File: src/rtl/mem_port_arbiter.sv
// Arbitrates the fetch and data ports onto one shared memory bus with a single
// outstanding transaction, data-port priority and starvation relief for fetch.
//
// state | meaning
// IDLE  | no transaction; ready goes combinationally to the granted requester
// REQ   | bus_req_valid_o high, registered request held until bus_req_ready_i
// RSP   | waiting for bus_rsp_valid_i; owner's rsp_valid pulses on arrival
module mem_port_arbiter #(
    parameter int ADDR_W     = 64,
    parameter int DATA_W     = 64,
    parameter int INST_W     = 32,
    parameter int MAX_STARVE = 4
) (
    input  logic                clk,
    input  logic                rst,
    input  logic                if_req_valid_i,
    input  logic [ADDR_W-1:0]   if_addr_i,
    input  logic                if_flush_i,
    output logic                if_req_ready_o,
    output logic                if_rsp_valid_o,
    output logic [INST_W-1:0]   if_rsp_data_o,
    input  logic                mem_req_valid_i,
    input  logic                mem_wen_i,
    input  logic [ADDR_W-1:0]   mem_addr_i,
    input  logic [DATA_W-1:0]   mem_wdata_i,
    input  logic [DATA_W/8-1:0] mem_wstrb_i,
    output logic                mem_req_ready_o,
    output logic                mem_rsp_valid_o,
    output logic [DATA_W-1:0]   mem_rsp_data_o,
    output logic                bus_req_valid_o,
    input  logic                bus_req_ready_i,
    output logic [ADDR_W-1:0]   bus_addr_o,
    output logic                bus_wen_o,
    output logic [DATA_W-1:0]   bus_wdata_o,
    output logic [DATA_W/8-1:0] bus_wstrb_o,
    input  logic                bus_rsp_valid_i,
    input  logic [DATA_W-1:0]   bus_rsp_data_i,
    output logic                stall_if_o,
    output logic                stall_mem_o
);

    localparam int STRB_W = DATA_W / 8;
    localparam int CNT_W  = $clog2(MAX_STARVE + 1);
    localparam logic [CNT_W-1:0] STARVE_MAX = CNT_W'(MAX_STARVE);

    typedef enum logic [1:0] {
        ST_IDLE,
        ST_REQ,
        ST_RSP
    } state_t;

    state_t              state_q, state_d;
    logic [CNT_W-1:0]    starve_cnt_q, starve_cnt_d;
    logic                owner_mem_q, owner_mem_d;
    logic                drop_q, drop_d;
    logic [ADDR_W-1:0]   addr_q, addr_d;
    logic                wen_q, wen_d;
    logic [DATA_W-1:0]   wdata_q, wdata_d;
    logic [STRB_W-1:0]   wstrb_q, wstrb_d;

    logic                in_idle;
    logic                grant_mem;
    logic                grant_if;
    logic                if_acc;
    logic                mem_acc;
    logic                if_pending;
    logic                mem_pending;
    logic                rsp_fire;
    logic [2*INST_W-1:0] rsp_words;

    always_comb begin
        in_idle   = (state_q == ST_IDLE);
        grant_mem = in_idle && mem_req_valid_i && (starve_cnt_q < STARVE_MAX);
        grant_if  = in_idle && !grant_mem && if_req_valid_i;

        if_req_ready_o  = !rst && grant_if && !if_flush_i;
        mem_req_ready_o = !rst && grant_mem;
        if_acc          = if_req_valid_i && if_req_ready_o;
        mem_acc         = mem_req_valid_i && mem_req_ready_o;

        if_pending  = !in_idle && !owner_mem_q;
        mem_pending = !in_idle && owner_mem_q;
        stall_if_o  = !rst && if_req_valid_i && (!if_acc || if_pending);
        stall_mem_o = !rst && mem_req_valid_i && (!mem_acc || mem_pending);

        bus_req_valid_o = !rst && (state_q == ST_REQ);
        bus_addr_o      = addr_q;
        bus_wen_o       = wen_q;
        bus_wdata_o     = wdata_q;
        bus_wstrb_o     = wstrb_q;

        // A flush arriving on the response cycle itself also kills that response.
        rsp_fire        = !rst && (state_q == ST_RSP) && bus_rsp_valid_i;
        mem_rsp_valid_o = rsp_fire && owner_mem_q;
        if_rsp_valid_o  = rsp_fire && !owner_mem_q && !drop_q && !if_flush_i;

        mem_rsp_data_o = bus_rsp_data_i;
        rsp_words      = (2*INST_W)'(bus_rsp_data_i);
        if_rsp_data_o  = addr_q[2] ? rsp_words[2*INST_W-1:INST_W] : rsp_words[INST_W-1:0];
    end

    always_comb begin
        state_d      = state_q;
        starve_cnt_d = starve_cnt_q;
        owner_mem_d  = owner_mem_q;
        drop_d       = drop_q;
        addr_d       = addr_q;
        wen_d        = wen_q;
        wdata_d      = wdata_q;
        wstrb_d      = wstrb_q;

        case (state_q)
            ST_IDLE: begin
                if (grant_if) begin
                    starve_cnt_d = '0;
                end else if (grant_mem && if_req_valid_i && (starve_cnt_q < STARVE_MAX)) begin
                    starve_cnt_d = starve_cnt_q + 1'b1;
                end
                if (mem_acc) begin
                    state_d     = ST_REQ;
                    owner_mem_d = 1'b1;
                    addr_d      = mem_addr_i;
                    wen_d       = mem_wen_i;
                    wdata_d     = mem_wdata_i;
                    wstrb_d     = mem_wstrb_i;
                end else if (if_acc) begin
                    state_d     = ST_REQ;
                    owner_mem_d = 1'b0;
                    addr_d      = if_addr_i;
                    wen_d       = 1'b0;
                    wdata_d     = '0;
                    wstrb_d     = '0;
                end
            end
            ST_REQ: begin
                if (bus_req_ready_i) begin
                    state_d = ST_RSP;
                end
            end
            ST_RSP: begin
                if (bus_rsp_valid_i) begin
                    state_d = ST_IDLE;
                end
            end
            default: state_d = ST_IDLE;
        endcase

        if (if_pending && if_flush_i) begin
            drop_d = 1'b1;
        end
        if (state_d == ST_IDLE) begin
            drop_d = 1'b0;
        end
    end

    always_ff @(posedge clk) begin
        if (rst) begin
            state_q      <= ST_IDLE;
            starve_cnt_q <= '0;
            owner_mem_q  <= 1'b0;
            drop_q       <= 1'b0;
            addr_q       <= '0;
            wen_q        <= 1'b0;
            wdata_q      <= '0;
            wstrb_q      <= '0;
        end else begin
            state_q      <= state_d;
            starve_cnt_q <= starve_cnt_d;
            owner_mem_q  <= owner_mem_d;
            drop_q       <= drop_d;
            addr_q       <= addr_d;
            wen_q        <= wen_d;
            wdata_q      <= wdata_d;
            wstrb_q      <= wstrb_d;
        end
    end

endmodule

File: config.mk
export PLATFORM = sky130hd
export DESIGN_NAME = mem_port_arbiter
export DESIGN_NICKNAME = d
export VERILOG_FILES = /design/src/rtl/mem_port_arbiter.sv
export SDC_FILE = /design/constraint.sdc
export NUM_CORES = 1
export LEC_CHECK = 0
export CORE_AREA = 3 3 200 202
export CTS_BUF_LIST = sky130_fd_sc_hd__clkbuf_4
export CTS_CLUSTER_DIAMETER = 50
export DETAILED_ROUTE_END_ITERATION = 10
export DIE_AREA = 0 0 203 205
export PLACE_DENSITY = 0.5
export SLEW_MARGIN = 20
export SYNTH_ARGS = -nofsm -noshare
export SYNTH_HDL_FRONTEND = slang
export SYNTH_SLANG_ARGS = --single-unit
File: constraint.sdc
create_clock -name clk -period 2.4 [get_ports clk]
set_input_delay 0.48 -clock clk [delete_from_list [all_inputs] [get_ports clk]]
set_output_delay 0.48 -clock clk [all_outputs]
set_load 0.02 [all_outputs]
After elaboration in Yosys (flattened, before gate mapping) --
Index checks and enable logic that the tools add are counted.
Operators by class: add/sub/neg operators 1, $lt $le $gt $ge 1, mux-type cells 17, eq/ne operators 2, reductions and logical operators 42
Operators with widths (count):
- 64-bit 2-to-1 mux | 4
- 32-bit 2-to-1 mux | 1
- 1-bit logical AND | 25
- 8-bit 2-to-1 mux | 2
- 1-bit zero test | 8
- 2-bit 2-to-1 mux | 4
- 3-bit 2-to-1 mux | 2
- 2-bit case mux with 3 select lines | 1
- 2-bit zero test | 2
- 2-bit AND reduction | 2
- 2-bit nonzero test | 2
- 3-bit by 1-bit adder with 3-bit output (second input constant) | 1
- 3-bit < comparator (second input constant) | 1
- 1-bit 2-to-1 mux | 3
- 2-bit by 1-bit == test with 1-bit output (second input constant) | 1
- 2-bit == test (second input constant) | 1
- 1-bit logical OR | 2
- 2-bit OR reduction | 1
Word-level totals: output and inout port bits 240, input bits 272, flip-flop bits (word level) 144, logic and storage cells 71

Depth between registers and ports, before layout --
depth after elaboration 14, depth in mapped cells 8, gate-level depth less buffers 5

Worst setup path before layout --
No wires, ideal clock.
path type input-to-output, start in rst, end out if_rsp_valid_o, arrival 1.652 ns, required time 1.920 ns, setup slack 0.268 ns, path buffers 1, cell stages on the path 3, path through buf_2 nor4bb_1 nor4b_1
Between the ends: longest elaborated chain between the ends 6
Ends and longest elaborated chain:
- start: declaration | line 15 | input logic rst,
- 1-bit zero test | line 93 | rsp_fire = !rst && (state_q == ST_RSP) && bus_rsp_valid_i;
- 1-bit logical AND (2 in series) | line 93
- 1-bit logical AND (3 in series) | line 95 | if_rsp_valid_o = rsp_fire && !owner_mem_q && !drop_q && !if_flush_i;
- end: declaration | line 20 | output logic if_rsp_valid_o,
No other way between the ends.

Final worst setup path --
start reg addr_q[2], in the netlist bus_addr_o[2], end out if_rsp_data_o[1]
Between the ends: longest elaborated chain between the ends 1
Ends and longest elaborated chain:
- start: declaration | line 56 | logic [ADDR_W-1:0] addr_q, addr_d;
- start signal: assignment | line 171 | addr_q <= addr_d;
- 32-bit 2-to-1 mux | line 99 | if_rsp_data_o = addr_q[2] ? rsp_words[2*INST_W-1:INST_W] : rsp_words[INST_W-1:0];
- end: declaration | line 21 | output logic [INST_W-1:0] if_rsp_data_o,
No other way between the ends.

==> metrics.md <==
| Metric | Value |
|---|---|
| CP max stage cell | dfxtp_4 |
| Initial core utilization | 0.176 |
| Hold path cells | 3 |
| Worst path cell trace | buf_16, mux2_2, clkdlybuf4s15_2 |
| Reg-to-reg slack, setup | ~0.74 ns |
| CP startpoint kind | flip-flop |
| Post-synth EDFFs | 0 |
| Top cell family by delay on the critical path | buffers and inverters |
| Asr flop ratio synth | 0 |
| TritonRoute pass-1 iters | 5 |
| Cts bufs inserted | 17 |
| Buf+Inv Stages, Crit Path | 2 |
| Remaining antenna violation count after routing | 0 |
| Synth cell types | 40 |
| Worst Hold Class | in -> reg |
| Worst Hold Path EP | bus_addr_o[6] |
| Insertion delay to the later sink of the worst-skew pair | about 0.60 ns |
| Min-delay src | if_addr_i[6] |
| Hold Fails Final Rpt | 0 |
| Critical path endpoint category | primary output |
| WP data required | between 1.5 and 2 ns |
| Final setup viols | 0 |
| Largest area contributor in the netlist | dfxtp_1 |
| Slowest cell delay on critical path | between 0.4 and 0.5 ns |
| Ys flop type | dfxtp_1 |
| Avg Cell Area, Syn | ~9.1 um2 |
| Area share of the largest cell type after synthesis | 0.427 |
| Buffers on Ports | approximately 510 |
| CTS HTree Levels | 4 |
| FP Rows | a little over 70 |
| #FFs+latches synth | approximately 140 |
| Fmax | between 0.4 and 0.5 GHz |
| Vias per cell | ~4 |
| Total power per unit cell area | 559 nW/um2 |
| Top cells by count, synth | dfxtp_1, a21oi_2, nor2_1 |
| Die area | between 40000 and 50000 um2 |
| CTS sink count | between 100 and 150 |
| Die width | 203 um |
| DRC | 0 |
| CTS tree | yes |
| Clock Skew | a little over 0.03 ns |
| Final worst slack | 0.132 ns |
| Fin crit share | 0.945 |
| Gate Count Post-Synth | around 750 |
| Worst VDD drop | about 0.37 mV |
| CP arrival | 1.79 ns |
| Seq/Total Area, Yosys | 0.427 |
| Worst R2R Start | starve_cnt_q[2] |
| Reg-to-Reg End | bus_addr_o[13] |
| First-pass GRT wire length | between 40 and 50 mm |
| DRT Wirelength | around 34 mm |
| Routability congestion estimate from global placement | roughly 0.82 |
| CP Class | reg -> out |
| Final hold slack | 0.407 ns |
| DR WL/cell | between 15 and 20 um |
| Fill count | a little over 4000 |
| CTS clk-pin slew, worst paths | approximately 0.16 ns |
| Cells on worst reg2reg path | 8 |
| Post-place setup slack | -0.557 ns |
| Initial drt markers | 373 |
| Initial antenna violation count | 2 |
| Net count after synthesis | 1019 |
| Slew Viols, Final | 0 |
| Post-layout min period | between 2 and 2.5 ns |
| Largest cells by area after synthesis | dfxtp_1, a21oi_2, buf_4 |
| Core Region | 38500 um2 |
| Layout cell share with drive strength beyond 1 | 0.203 |
| Pleak | 4.60 nW |
| Clock root cell | clkbuf_4 |
| # IOs | 512 |
| Grt total ovfl | 0 |
| Max-cap violation count | 0 |
| GRT Util Overall | 0.153 |
| Bufs on Longest Clock Path | 2 |
| Detail Placement HPWL | ~26 mm |
| Hold buffers post-CTS | 0 |
| Outcome | finished, final reports clean |
| Slew @ Worst Pin | ~0.65 ns |
| Pin count of the biggest net entering global routing | 60 |
| Mapped Area | 6760 um2 |
| Worst-path maximum fanout | 16 |
| Nets | about 1500 |
| Ys Warns | 0 |
| Count leader, synth | dfxtp_1 |
| Max transition margin | 0.570 |
| Syn-to-layout area delta | 82.8% |
| Vias | between 7000 and 8000 |
| Vias in the first global route | about 7300 |
| Die Ht | slightly above 200 um |
[stage by stage]
stage	utilization	TNS, ns	std cells	power [mW]	area (um2)
after global placement	0.315	-1.08	1695	5.20	12100
final	0.321	0	1731	6.91	12400
after CTS	0.324	-0.0521	1728	7.08	12500
after floorplan	-	0	746	3.90	6760
after global routing	0.321	-0.00804	1731	7.29	12400
after detailed placement	0.315	-0.972	1695	5.21	12100
[registers in the layout, indices dropped and copies added, names as in the netlist]
signal	count
bus_addr_o	64
bus_wdata_o	64
bus_wen_o	1
bus_wstrb_o	8
drop_q	1
owner_mem_q	1
starve_cnt_q	3
state_q	2
[tightest hold or removal path, stage by stage]
cell and delay [ns]:
clkdlybuf4s50_1 0.40, nand2_1 0.06, a21oi_1 0.05
[timing repair]
action | in CTS | in global routing
buffers inserted | 0 | 2
pin swaps | 2 | 1
setup endpoints to repair | 38 | 30
gates cloned | 1 | 0
resized for setup | 127 | 32
[cell type report]
class                           count  area (um2)  area share
Clock buffer                       17         128      0.0103
Multi-Input combinational cell    471        2990       0.242
Timing Repair Buffer              561        5480       0.444
Inverter                            3        16.3     0.00132
Tap cell                          518         648      0.0525
Sequential cell                   144        2890       0.234
Clock inverter                     15         189      0.0153
Antenna cell                        2        5.00    0.000405
[placed cells by master, fill, tap and decap left out, types with 3 or more instances in the layout]
cell / n
clkdlybuf4s50_1: 468
dfxtp_1: 141
a21oi_2: 80
nor2_1: 75
a22oi_1: 73
nand2_1: 68
a21oi_1: 52
o21ai_0: 47
buf_4: 43
buf_2: 33
mux2_2: 32
o21ai_1: 17
clkbuf_4: 17
buf_12: 12
inv_6: 4
bufinv_16: 4
clkinv_1: 3
clkinv_2: 3
[report_power, final]
part / switching (mW) / total (mW) / internal [mW]
clock network: 0.987 / 1.81 / 0.821
registers: 0.102 / 2.68 / 2.57
logic: 1.21 / 2.43 / 1.21
total: 2.30 / 6.91 / 4.61
[worst max-delay path by stage]
stage	to	slack [ns]	depth (start not counted)	start
after floorplan	if_rsp_valid_o	0.27	3	rst
after global placement	if_rsp_valid_o	-0.63	6	bus_rsp_valid_i
after detailed placement	if_rsp_valid_o	-0.56	6	bus_rsp_valid_i
after CTS	if_rsp_valid_o	-0.02	5	state_q[0]
after global routing	mem_req_ready_o	-0.008	5	state_q[0]
final	if_rsp_data_o[1]	0.13	3	bus_addr_o[2]
[layer usage]
metal / vias to the layer above / part of all wire / global-route usage
li1: 3449 / - / -
met1: 3350 / 0.41 / 0.180
met2: 291 / 0.50 / 0.266
met3: 33 / 0.064 / 0.0427
met4: 0 / 0.027 / 0.0572
met5: - / 0 / 0
[kinds of logic (layout without fill, tap and decap cells)]
logic type / count (synthesis) / count (layout) / synth area share
simple gates: 162 / 162 / 0.100
mux: 32 / 32 / 0.0533
flops: 144 / 144 / 0.427
fa+ha+maj: 1 / 1 / 0.00185
compound gates: 276 / 276 / 0.280
buf+inv: 131 / 596 / 0.137
other cells: 0 / 2 / 0
Note: power is estimated with default switching activity, not from simulation.
